--- config.mk ---
export PLATFORM = sky130hd
export DESIGN_NAME = fifo_syn_ext
export DESIGN_NICKNAME = d
export VERILOG_FILES = /design/src/rtl/fifo_syn_ext.sv
export SDC_FILE = /design/constraint.sdc
export NUM_CORES = 1
export LEC_CHECK = 0
export ABC_AREA = 0
export BUFFER_PORTS_ARGS = -buffer_cell sky130_fd_sc_hd__buf_2
export CAP_MARGIN = 20
export CELL_PAD_IN_SITES_DETAIL_PLACEMENT = 2
export CELL_PAD_IN_SITES_GLOBAL_PLACEMENT = 2
export CORE_ASPECT_RATIO = 1.5
export CORE_UTILIZATION = 41
export CTS_CLUSTER_DIAMETER = 60
export CTS_CLUSTER_SIZE = 25
export DETAILED_ROUTE_END_ITERATION = 10
export PLACE_DENSITY_LB_ADDON = 0.3
export SLEW_MARGIN = 10
export SYNTH_ARGS = -nofsm -noshare
export SYNTH_HDL_FRONTEND = slang
export SYNTH_SLANG_ARGS = --single-unit
--- constraint.sdc ---
create_clock -name clk -period 2.52 [get_ports clk]
set_input_delay 0.126 -clock clk [delete_from_list [all_inputs] [get_ports clk]]
set_output_delay 0.126 -clock clk [all_outputs]
set_load 0.03 [all_outputs]
--- src/rtl/fifo_syn_ext.sv ---
// Single-clock synchronous FIFO with programmable almost-full/almost-empty
// thresholds, optional show-ahead reads, error pulses and an exact occupancy count.
module fifo_syn_ext #(
  parameter int WIDTH     = 8,
  parameter int DEPTH     = 16,
  parameter int AW        = $clog2(DEPTH),
  parameter int AF_LEVEL  = DEPTH - 2,
  parameter int AE_LEVEL  = 2,
  parameter int SHOWAHEAD = 0
) (
  input  logic             clk,
  input  logic             rst,
  input  logic             wr,
  input  logic             rd,
  input  logic [WIDTH-1:0] data,
  output logic [WIDTH-1:0] q,
  output logic             full,
  output logic             empty,
  output logic             almost_full,
  output logic             almost_empty,
  output logic [AW:0]      usedw,
  output logic             overflow,
  output logic             underflow
);

  if ((DEPTH < 4) || ((DEPTH & (DEPTH - 1)) != 0) || (AE_LEVEL >= AF_LEVEL) ||
      (AF_LEVEL < 1) || (AF_LEVEL > DEPTH) || (AE_LEVEL < 0)) begin : g_param_bad
    $error("fifo_syn_ext: illegal DEPTH / AF_LEVEL / AE_LEVEL combination");
  end

  localparam logic [AW:0] FULL_CNT = (AW+1)'(DEPTH);
  localparam logic [AW:0] AF_CNT   = (AW+1)'(AF_LEVEL);
  localparam logic [AW:0] AE_CNT   = (AW+1)'(AE_LEVEL);

  logic [WIDTH-1:0] mem [DEPTH];
  logic [AW-1:0]    wr_ptr;
  logic [AW-1:0]    rd_ptr;
  logic [AW:0]      count;
  logic             rd_ok;
  logic             wr_ok;

  // Handshake: a request is taken at the rising edge where it is high and
  // accepted. A read is accepted only when not empty; a write only when not
  // full, or when full but a read is accepted in the same cycle. Rejected
  // requests leave all state untouched and raise a one-cycle error pulse.
  assign rd_ok = rd & ~empty;
  assign wr_ok = wr & (~full | rd_ok);

  assign usedw        = count;
  assign empty        = (count == '0);
  assign full         = (count == FULL_CNT);
  assign almost_full  = (count >= AF_CNT);
  assign almost_empty = (count <= AE_CNT);

  always_ff @(posedge clk) begin
    if (!rst && wr_ok) begin
      mem[wr_ptr] <= data;
    end
  end

  always_ff @(posedge clk) begin
    if (rst) begin
      wr_ptr    <= '0;
      rd_ptr    <= '0;
      count     <= '0;
      overflow  <= 1'b0;
      underflow <= 1'b0;
    end else begin
      overflow  <= wr & ~wr_ok;
      underflow <= rd & ~rd_ok;
      if (wr_ok) wr_ptr <= wr_ptr + 1'b1;
      if (rd_ok) rd_ptr <= rd_ptr + 1'b1;
      case ({wr_ok, rd_ok})
        2'b10:   count <= count + 1'b1;
        2'b01:   count <= count - 1'b1;
        default: count <= count;
      endcase
    end
  end

  if (SHOWAHEAD != 0) begin : g_showahead
    // Head entry is visible directly; stable at the last head while empty.
    assign q = mem[rd_ptr];
  end else begin : g_normal
    logic [WIDTH-1:0] q_reg;
    always_ff @(posedge clk) begin
      if (rst) begin
        q_reg <= '0;
      end else if (rd_ok) begin
        q_reg <= mem[rd_ptr];
      end
    end
    assign q = q_reg;
  end

endmodule

==> Yosys cells after proc, flatten, opt, wreduce, memory -nomap -nowiden <==
Memories as Yosys holds them, arrays and structs flattened. A register that Yosys moved wholly into a read port is not among the register bits.
Cells that the tools add are included.
{ "classes": {"n_addsub": 4, "multipliers": 0, "div": 0, "order_cmp": 2, "eq_ne": 3, "shift": 0, "mux": 3, "n_bitwise": 9, "reduce_logical": 4} }
{ "ops": {"columns": ["operator", "count"], "rows": [
  ["one-hot mux 5 bit (2 select lines)", 1],
  ["adder 4 x 1 -> 4 bit, second input constant", 2],
  ["adder 5 x 1 -> 5 bit, second input constant", 1],
  ["== test 5 bit, second input constant", 1],
  [">= comparator 5 x 4 -> 1 bit, second input constant", 1],
  ["<= comparator 5 x 2 -> 1 bit, second input constant", 1],
  ["logical NOT 5 bit", 1],
  ["subtractor 5 x 1 -> 5 bit, second input constant", 1],
  ["bitwise AND 1 bit", 4],
  ["inverter 1 bit", 4],
  ["== test 2 x 1 -> 1 bit, second input constant", 1],
  ["== test 2 bit, second input constant", 1],
  ["2-to-1 mux 1 bit", 2],
  ["nonzero test 2 bit", 1],
  ["logical AND 1 bit", 1],
  ["logical NOT 1 bit", 1],
  ["bitwise OR 1 bit", 1]
]} }
{ "totals": {"register_bits": 15, "latchBits": 0, "ramBits": 128, "rom_bits": 0, "in_bits": 12, "word_cells": 31, "mem_count": 1} }
{ "mem_list": {"columns": ["name", "words", "width", "read_ports", "rd_ports_with_merged_regs", "write_ports", "line_no", "rtl"], "rows": [
  ["mem", 16, 8, 1, 1, 1, "35", "logic [WIDTH-1:0] mem [DEPTH];"]
]} }

==> Logic depth before layout (Yosys ltp) <==
Gate-level depths: netlist of the first run.
{ "depth": {"ltp_word": 8, "depth_mapped": 10, "mapped_depth_nobuf": 8} }

==> Least setup slack after synthesis of the first run <==
Ideal clock, no wire load.
{ "synth_path": {"path_kind": "register to register", "startpoint": "register count[0], in the netlist usedw[0]", "endpoint": "register count[4], in the netlist usedw[4]", "setup_time_ps": 133, "t_arrival_ps": 2758, "t_required_ps": 2387, "slack_ps": -370, "path_stages_with_launch": 11, "n_path_buf": 2, "synth_period_minus_slack_ps": 2890, "path_cell_list": "dfxtp_1 -> or4_1 -> buf_6 -> o21ai_1 -> buf_2 -> nor2_1 -> fa_1 -> a21o_1 -> a2111o_1 -> o211ai_1 -> a31oi_1"} }
{ "synth_between": {"elab_chain_cells": 7} }
{ "synth_lines": {"columns": ["item", "line_no", "rtl"], "rows": [
  ["from (decl)", "38", "logic [AW:0] count;"],
  ["from (signal assigned)", "74", "2'b10: count <= count + 1'b1;"],
  ["from (signal assigned)", "75", "2'b01: count <= count - 1'b1;"],
  ["from (signal assigned)", "76", "default: count <= count;"],
  ["logical NOT 5 bit", "50", "assign empty = (count == '0);"],
  ["inverter 1 bit", "46", "assign rd_ok = rd & ~empty;"],
  ["bitwise AND 1 bit", "46", null],
  ["bitwise OR 1 bit", "47", "assign wr_ok = wr & (~full | rd_ok);"],
  ["bitwise AND 1 bit", "47", null],
  ["== test 2 x 1 -> 1 bit / == test 2 bit (equally long branches)", "73", "case ({wr_ok, rd_ok})"],
  ["one-hot mux 5 bit (2 select lines) / nonzero test 2 bit (equally long branches)", null, null]
]} }
Several ways; a longest one is shown, not always the timed one.
A chain may end at the register's enable or synchronous reset.

==> Worst setup path after layout of the first run <==
Ends and elaborated chain as after synthesis.

==> flow_summary.yaml, run 1 <==
logic_synthesis:
  yosys_most_used_dff: "edfxtp_1"
  synth_edf_count: 128
  synthCells: 378
  synth_cell_types: 43
  ys_ff_latch: 151
  syn_avg_cell_area_um2: 16.2
  synthArstFlopShare_pct: 0
  yosys_warnings: 0
  syn-num-nets: 399
  netlist_area_um2: 6130
  synth-seq-area-share_pct: 70.2
critical_path:
  timing.reg2reg.setup_slack_ns: 0.08
  critPathMaxFanout: 7
  startpoint: "usedw[0]"
  timing.rr.start: "usedw[0]"
  cp.required_ns: 2.81
  r2r.worst_path.cells: 8
  start_kind: "flip-flop"
  rr_endpoint: "usedw[4]"
  cp_data_arrival_time_ns: 2.74
  end_kind: "flip-flop"
  critPathKind: "reg2reg"
timing:
  final_hold_viol_count: 0
  setup_violations: 0
  fin_ws_ns: 0.0776
  period_minus_slack_ns: 2.44
  period_share_pct: 96.9
  max_slew.worst_pin.slew_ns: 0.911
  hold_ws_ns: 0.0449
  max-slew-margin-rel_pct: 39.0
  rsz0062_at_grt: "true"
  fmax_ghz: 0.409
  clock_skew_ns: 0.00838
  slew_viol_final: 0
drt:
  wl_per_cell_um: 24.4
  routed_wl_um: 15600
  drt-initial-drc-count: 175
  dr_total_vias: 3510
  first_pass_iters: 4
  vias_per_cell: 5.50
  drc_errors: 0
  final_antenna_net_count: 0
place:
  dpl-instance-area_um2: 6620
  numPortBuffers: 30
  pre_cts_slack_ns: 0.0629
  routabilityCongestion: 0.745
  hpwlAfterDp_um: 11100
global_routing:
  antenna_found_initial: 0
  grt_overflow: 0
  grt_max_degree: 27
  grtUsageTotal_pct: 22.2
  grt_pass1_vias: 3868
  grt_pass1_wl_um: 23700
finish:
  antenna_cells: 0
  post-route-cell-area_um2: 7240
  layout-drive-gt1-share_pct: 26.9
  fin_util_pct: 49.6
  layout_common_cells: "edfxtp_1 (128), mux2i_1 (36), buf_2 (30), nor2_1 (27), buf_4 (22)"
  area_delta_synth_final_pct: 18.1
  largest_register_ffs: 128
  layout_commonest_cell: "edfxtp_1"
  nets: 450
power_and_ir_drop:
  switching_power_w: 0.00237
  p_clk_share_pct: 33.7
  leakage_nw: 2.42
  seqPwrFrac_pct: 40.3
  p_comb_share_pct: 26.0
  p_int_w: 0.00502
  switching_share_pct: 32.0
  power_w: 0.00738
  peakVddDrop_v: 0.000477
  p_per_area_nw_per_um2: 1020
floorplanning:
  coreArea_um2: 14600
  die_y_um: 152
  die-width_um: 102
  die_area_um2: 15400
  io_pins: 31
  start_util_pct: 42.0
  rows: 54
min_path:
  whs_path_depth: 3
  hold_class: "in2reg"
  worstHoldStart: "rst"
  hold-path-endpoint: "overflow"
clock_tree:
  numCtsBuffers: 17
  cts_htree_levels: 4
  clock_path_buffers: 2
  cts_tree: "done"
  clock-root-buffer: "clkbuf_16"
  path_clk_slew_ns: 0.07
  clock_latency_ns: 0.42
  cts.sinks: 151
outcome:
  status: "complete, no violations"
job:
  drv_cap: 0
==> synth_stat cells (2+ instances only) <==
cell type    n  area share [%]
a21o_1       2            0.24
a21oi_1      3            0.24
a22o_1       8             1.1
a31oi_1      2            0.20
and3_1       2            0.20
buf_1        5            0.31
buf_2        9            0.74
clkbuf_1     7            0.43
dfxtp_1     23             7.5
edfxtp_1   128              63
ha_1         8             1.6
inv_1        4            0.24
mux2_4       2            0.49
mux2i_1     36             5.9
mux4_2      16             5.9
nand2_1      8            0.49
nand2b_1     8            0.82
nand3_1      2            0.16
nand3b_1     2            0.24
nor2_1      31             1.9
nor2b_1      4            0.41
nor3_1      13             1.1
nor4_1      11             1.1
o211ai_1     4            0.49
o21ai_1      2            0.16
o22ai_1     16             1.6
or3_1        2            0.20
xnor2_1      3            0.43
xor2_1       3            0.43
==> through the flow <==
step | TNS (ns) | cells
floorplan | -0.105 | 378
global placement | 0 | 603
detailed placement | 0 | 603
CTS | 0 | 636
global route | -0.00221 | 638
finish | 0 | 638
==> layer usage <==
metal	track usage [%]	share of wire, %	vias up
met5	0	0	-
met4	10.1	3.3	0
met3	3.81	2.3	30
met2	41.0	55	76
met1	24.4	39	1816
li1	-	-	1588
==> layout make-up <==
cell class	instances	area [um^2]
Clock buffer	17	425
Timing Repair Buffer	54	345
Tap cell	196	245
Fill cell	1361	7360
Clock inverter	15	155
Sequential cell	151	4310
Inverter	4	15.0
Multi-Input combinational cell	201	1740
==> cells by family after synthesis <==
kind of cell,share of synthesized area [%]
compound gates,5.06
xor+xnor,0.858
fa+ha+maj,1.96
buf+inv,1.90
flops,70.2
mux,12.8
simple gates,7.13
==> how the worst max path moves through the flow <==
| stage | end | slack [ns] | cells past startpoint |
|---|---|---|---|
| final | usedw[4] | 0.08 | 8 |
| after floorplan | usedw[4] | -0.11 | 10 |
| after CTS | mem[4][7] | 0.04 | 6 |
| after global placement | usedw[4] | 0.12 | 8 |
| after detailed placement | usedw[4] | 0.06 | 8 |
| after global routing | usedw[4] | -0.002 | 8 |
==> power groups by stage <==
stage                     clock (W)  sequential (W)  combinational [W]
after global placement            0         0.00302            0.00182
after global routing        0.00261         0.00299            0.00207
after floorplan                   0         0.00321            0.00111
after CTS                   0.00253         0.00298            0.00191
after detailed placement          0         0.00303            0.00190
final                       0.00249         0.00297            0.00192
==> critical path, cell delays in order (launching register included) <==
cell and delay [ns]:
dfxtp_4 0.37, or4_4 0.54, o21ai_4 0.20, nor2_4 0.06
fa_2 0.35, a21o_1 0.20, a2111o_1 0.40, o211ai_1 0.10
a31oi_1 0.10
==> timing repair <==
item	CTS	global route
hold buffers	1	0
resized for setup	0	4
endpoints found under the setup margin	0	25
setup buffers	0	2
hold endpoints to repair	1	0
Power figures use the tool's default switching activity.
==> inputs of run 2 (changes only) <==
--- a/config.mk
+++ b/config.mk
@@ -11,6 +11,7 @@
 export CELL_PAD_IN_SITES_DETAIL_PLACEMENT = 2
 export CELL_PAD_IN_SITES_GLOBAL_PLACEMENT = 2
 export CORE_ASPECT_RATIO = 1.5
+export CORE_MARGIN = 1.5
 export CORE_UTILIZATION = 41
 export CTS_CLUSTER_DIAMETER = 60
 export CTS_CLUSTER_SIZE = 25
==> run 2 against run 1 <==
  * Routed wire length increased by 3.5%
  * Clock-buffer cell count unchanged
  * Critical path type unchanged
  * Register-to-register slack about the same
  * Die area is 1.6% higher
  * First-iteration DRC count rose by 2.9%
  * Final area is 0.90% higher
  * Total power grew 4.0%
  * Non-clock buffer count increased by 1
  * Sequential share of layout area shrank 0.53 points
  * Clock skew grew 0.0011 ns
  * Critical endpoint unchanged
  * Hold slack better by 0.0083 ns
  * Critical path depth unchanged
==> flow_summary.yaml, run 2 (same netlist as run 1, synthesis figures left out) <==
global_routing:
  grtUsageMet1_pct: 24.5
  grt_pass1_vias: 3981
  grt_overflow: 0
  top_usage_layer: "met2"
  antenna_found_initial: 0
  grtUsageMet2_pct: 41.2
  use_met3_pct: 4.27
  grtUsageTotal_pct: 22.2
  grt_max_degree: 27
  grt_pass1_wl_um: 24500
timing:
  max_slew.worst_pin.slew_ns: 1.02
  fmax_ghz: 0.410
  max-slew-margin-rel_pct: 31.8
  final_hold_viol_count: 0
  period_share_pct: 96.7
  rsz0062_at_grt: "false"
  slew_viol_final: 0
  period_minus_slack_ns: 2.44
  clock_skew_ns: 0.00947
  setup_violations: 0
  hold_ws_ns: 0.0532
  fin_ws_ns: 0.0828
drt:
  drc_errors: 0
  drt-initial-drc-count: 180
  vias_per_cell: 5.59
  routed_wl_um: 16100
  first_pass_iters: 4
  dr_total_vias: 3569
  wl_per_cell_um: 25.3
  final_antenna_net_count: 0
clock_tree:
  cts_htree_levels: 4
  clock_path_buffers: 2
  path_clk_slew_ns: 0.07
  clock-root-buffer: "clkbuf_16"
  numCtsBuffers: 17
  clock_latency_ns: 0.42
  cts.sinks: 151
  cts_tree: "done"
place:
  numPortBuffers: 30
  pre_cts_slack_ns: 0.109
  dpl.cell_count: 604
  hpwlAfterDp_um: 11000
  routabilityCongestion: 0.819
finish:
  nets: 451
  layout_common_cells: "edfxtp_1 (128), mux2i_1 (36), nor2_1 (30), buf_2 (30), buf_4 (23)"
  instances_no_fill: 639
  layout_commonest_cell: "edfxtp_1"
  largest_register_ffs: 128
  area_delta_synth_final_pct: 19.2
  antenna_cells: 0
  layout-drive-gt1-share_pct: 26.9
power_and_ir_drop:
  p_per_area_nw_per_um2: 1050
  peakVddDrop_v: 0.000589
  leakage_nw: 2.46
outcome:
  status: "complete, no violations"
critical_path:
  critPathKind: "reg2reg"
  end_kind: "flip-flop"
  critPathMaxFanout: 5
  cp_data_arrival_time_ns: 2.74
  start_kind: "flip-flop"
  cp.required_ns: 2.82
floorplanning:
  rows: 54
  die_area_um2: 15700
  io_pins: 31
  die_y_um: 153
  die-width_um: 103
  start_util_pct: 42.0
  coreArea_um2: 14600
min_path:
  hold_class: "in2reg"
job:
  drv_cap: 0
## run 2: cell count changes in the layout (fill, tap and decap cells not counted), moves of 2 or more
cell and change:
inv_8 +2, nor2_2 -3, clkinv_4 -2, bufinv_16 +2
nor2_1 +3
## run 2: area by class of cell
type	instances	area (um^2)
Clock buffer	17	425
Clock inverter	15	204
Fill cell	1387	7290
Inverter	4	15.0
Multi-Input combinational cell	201	1750
Sequential cell	151	4310
Tap cell	196	245
Timing Repair Buffer	55	353
## run 2: repair_timing
item | 4_1_cts | 5_1_grt
hold buffers | 1 | 0
resized for setup | 0 | 3
endpoints found under the setup margin | 0 | 1
endpoints found under the hold margin | 1 | 0
setup buffers | 0 | 2
## run 2: power breakdown
group / switching [W] / internal (W)
registers: 0.000114 / 0.00286
logic: 0.00118 / 0.000785
clock network: 0.00113 / 0.00161
## run 2: per-layer routing
metal	wire length (um)	up-vias
met4	331	0
met5	0	-
met2	9220	83
li1	-	1587
met3	390	18
met1	6200	1881
## run 2: final timing paths
check	from	to	slack [ns]	depth (start not counted)
setup / recovery	usedw[0]	usedw[4]	0.08	8
hold / removal	rst	overflow	0.05	3
setup reg to reg	usedw[0]	usedw[4]	0.08	8
hold reg to reg	usedw[1]	usedw[1]	0.50	2
## run 2: stage by stage
step,TNS [ns],util [%],power (W),cell area (um^2)
after floorplan,-0.105,-,0.00432,6160
after global placement,0,45.4,0.00485,6630
after detailed placement,0,45.4,0.00494,6630
after CTS,0,49.8,0.00770,7270
after global routing,0,50.0,0.00797,7300
final,0,50.0,0.00768,7300
## run 2: critical path, cell delays in order, from the launching register on
cell	delay, ns
dfxtp_4	0.36
or4_4	0.54
o21ai_4	0.20
nor2_4	0.08
fa_2	0.39
a21o_1	0.19
a2111o_1	0.36
o211ai_1	0.10
a31oi_1	0.10
==> inputs of run 3 (changes only) <==
--- a/config.mk
+++ b/config.mk
@@ -11,12 +11,12 @@
 export CELL_PAD_IN_SITES_DETAIL_PLACEMENT = 2
 export CELL_PAD_IN_SITES_GLOBAL_PLACEMENT = 2
 export CORE_ASPECT_RATIO = 1.5
-export CORE_MARGIN = 1.5
+export CORE_MARGIN = 2
 export CORE_UTILIZATION = 41
 export CTS_CLUSTER_DIAMETER = 60
 export CTS_CLUSTER_SIZE = 25
 export DETAILED_ROUTE_END_ITERATION = 10
-export PLACE_DENSITY_LB_ADDON = 0.3
+export PLACE_DENSITY = 0.75
 export SLEW_MARGIN = 10
 export SYNTH_ARGS = -nofsm -noshare
 export SYNTH_HDL_FRONTEND = slang
==> run 3 against run 2 <==
  * Sequential power about the same
  * Non-clock buffer count unchanged
  * Sequential share of layout area increased by 0.31 points
  * Cell count unchanged
  * Die area increased by 1.6%
  * Combinational power about the same
  * Critical path type unchanged
==> flow_summary.yaml, run 3 (same netlist as run 1, synthesis figures left out) <==
drt:
  wl_per_cell_um: 25.2
  first_pass_iters: 4
  vias_per_cell: 5.49
  dr_total_vias: 3511
  final_antenna_net_count: 0
  drc_errors: 0
  drt-initial-drc-count: 223
  routed_wl_um: 16100
power_and_ir_drop:
  power_w: 0.00749
  switching_share_pct: 31.6
  seqPwrFrac_pct: 39.6
  p_per_area_nw_per_um2: 1030
  leakage_nw: 2.43
  peakVddDrop_v: 0.000474
  switching_power_w: 0.00236
  p_int_w: 0.00513
  p_comb_share_pct: 26.2
  p_clk_share_pct: 34.2
finish:
  final-seq-area_um2: 4310
  multi_input_area_um2: 1750
  nets: 451
  layout-drive-gt1-share_pct: 26.6
  antenna_cells: 0
  layout_commonest_cell: "edfxtp_1"
  area_delta_synth_final_pct: 18.6
  post-route-cell-area_um2: 7270
  layout_common_cells: "edfxtp_1 (128), mux2i_1 (36), nor2_1 (30), buf_2 (30), buf_4 (23)"
  fillCellCount: 1364
  largest_register_ffs: 128
global_routing:
  grt_pass1_wl_um: 24900
  grtUsageTotal_pct: 21.4
  grt_max_degree: 27
  grt_pass1_vias: 4078
  antenna_found_initial: 0
  grt_overflow: 0
place:
  numPortBuffers: 30
  dpl-instance-area_um2: 6630
  routabilityCongestion: 0.848
  hpwlAfterDp_um: 10900
  pre_cts_slack_ns: 0.127
critical_path:
  startpoint: "usedw[1]"
  cp.required_ns: 2.81
  critPathKind: "reg2reg"
  timing.rr.start: "usedw[1]"
  slowest_delay_ns: 0.55
  cp_data_arrival_time_ns: 2.70
  end_kind: "flip-flop"
  cp_slowest_cell: "or4_4"
  critPathMaxFanout: 4
  start_kind: "flip-flop"
  crit_family: "compound AO/OA/AOI/OAI gates"
  cp_num_buf_inv: 0
  crit_chain: "or4_4 -> o21ai_4 -> nor2_4 -> fa_2 -> a21o_1 -> a2111o_1 -> o211ai_1 -> a31oi_1"
clock_tree:
  numCtsBuffers: 17
  clock-root-buffer: "clkbuf_16"
  cts.sinks: 151
  cts_htree_levels: 4
  clock_path_buffers: 2
  clock_latency_ns: 0.42
  cts_tree: "done"
  path_clk_slew_ns: 0.07
floorplanning:
  coreArea_um2: 14600
  start_util_pct: 42.0
  io_pins: 31
  rows: 54
  die_area_um2: 16000
  die-width_um: 104
  die_y_um: 154
timing:
  tns_ns: 0
  period_minus_slack_ns: 2.41
  rsz0062_at_grt: "false"
  setup_violations: 0
  max_slew.worst_pin.slew_ns: 1.01
  slew_viol_final: 0
  clock_skew_ns: 0.0155
  fin_ws_ns: 0.105
  max-slew-margin-rel_pct: 32.7
  period_share_pct: 95.8
  fmax_ghz: 0.414
  final_hold_viol_count: 0
min_path:
  worstHoldStart: "rst"
  hold_class: "in2reg"
job:
  drv_cap: 0
outcome:
  status: "complete, no violations"
## run 3: changes by cell type in the layout (fill, tap and decap cells not counted)
cell        previous run  this run
clkinv_1               0         1
inv_8                  5         2
inv_6                  6         4
dfxtp_4                1         2
dfxtp_2                3         2
clkinvlp_4             0         2
clkinv_4               0         3
bufinv_16              3         2
## run 3: power groups by stage
stage / Clock (W) / Combinational (W) / Sequential (W)
6_report: 0.00256 / 0.00196 / 0.00297
5_1_grt: 0.00269 / 0.00212 / 0.00299
4_1_cts: 0.00259 / 0.00192 / 0.00297
3_5_place_dp: 0 / 0.00190 / 0.00302
3_3_place_gp: 0 / 0.00183 / 0.00301
2_1_floorplan: 0 / 0.00111 / 0.00321
## run 3: layout make-up
type	instances	share of cell area (%)
clock buffers	17	5.85
well taps	196	3.37
clock inverters	15	2.31
multi-input cells	201	24.0
repair buffers	55	4.85
inverters	4	0.207
flip-flops and latches	151	59.4
## run 3: path summary, 6_finish.rpt
path,slack [ns],to,cells past startpoint
worst min register to register,0.49,q[6],2
worst max register to register,0.11,usedw[4],8
worst max-delay path,0.11,usedw[4],8
worst min-delay path,0.07,overflow,3
## run 3: timing repair
action	CTS	global route
hold endpoints to repair	1	0
gates resized for setup	0	4
endpoints found under the setup margin	0	1
hold buffers	1	0
setup buffers	0	2
## run 3: metal layers
| layer | track usage (%) | up-vias | part of all wire, % |
|---|---|---|---|
| met4 | 7.59 | 0 | 2.0 |
| met2 | 41.1 | 83 | 58 |
| met5 | 0 | - | 0 |
| li1 | - | 1584 | - |
| met3 | 3.73 | 20 | 2.4 |
| met1 | 23.4 | 1824 | 38 |
## run 3: metrics by stage
stage	cells	hold WS, ns	util [%]
after floorplan	378	0.225	-
after global placement	604	0.434	45.4
after detailed placement	604	0.433	45.4
final	639	0.0682	49.8
after global routing	639	0.0734	49.8
after CTS	637	0.0745	49.5
## run 3: tightest hold or removal path, cell delays in order
cell,delay (ns)
buf_2,0.12
nand2b_1,0.14
nor3_1,0.05
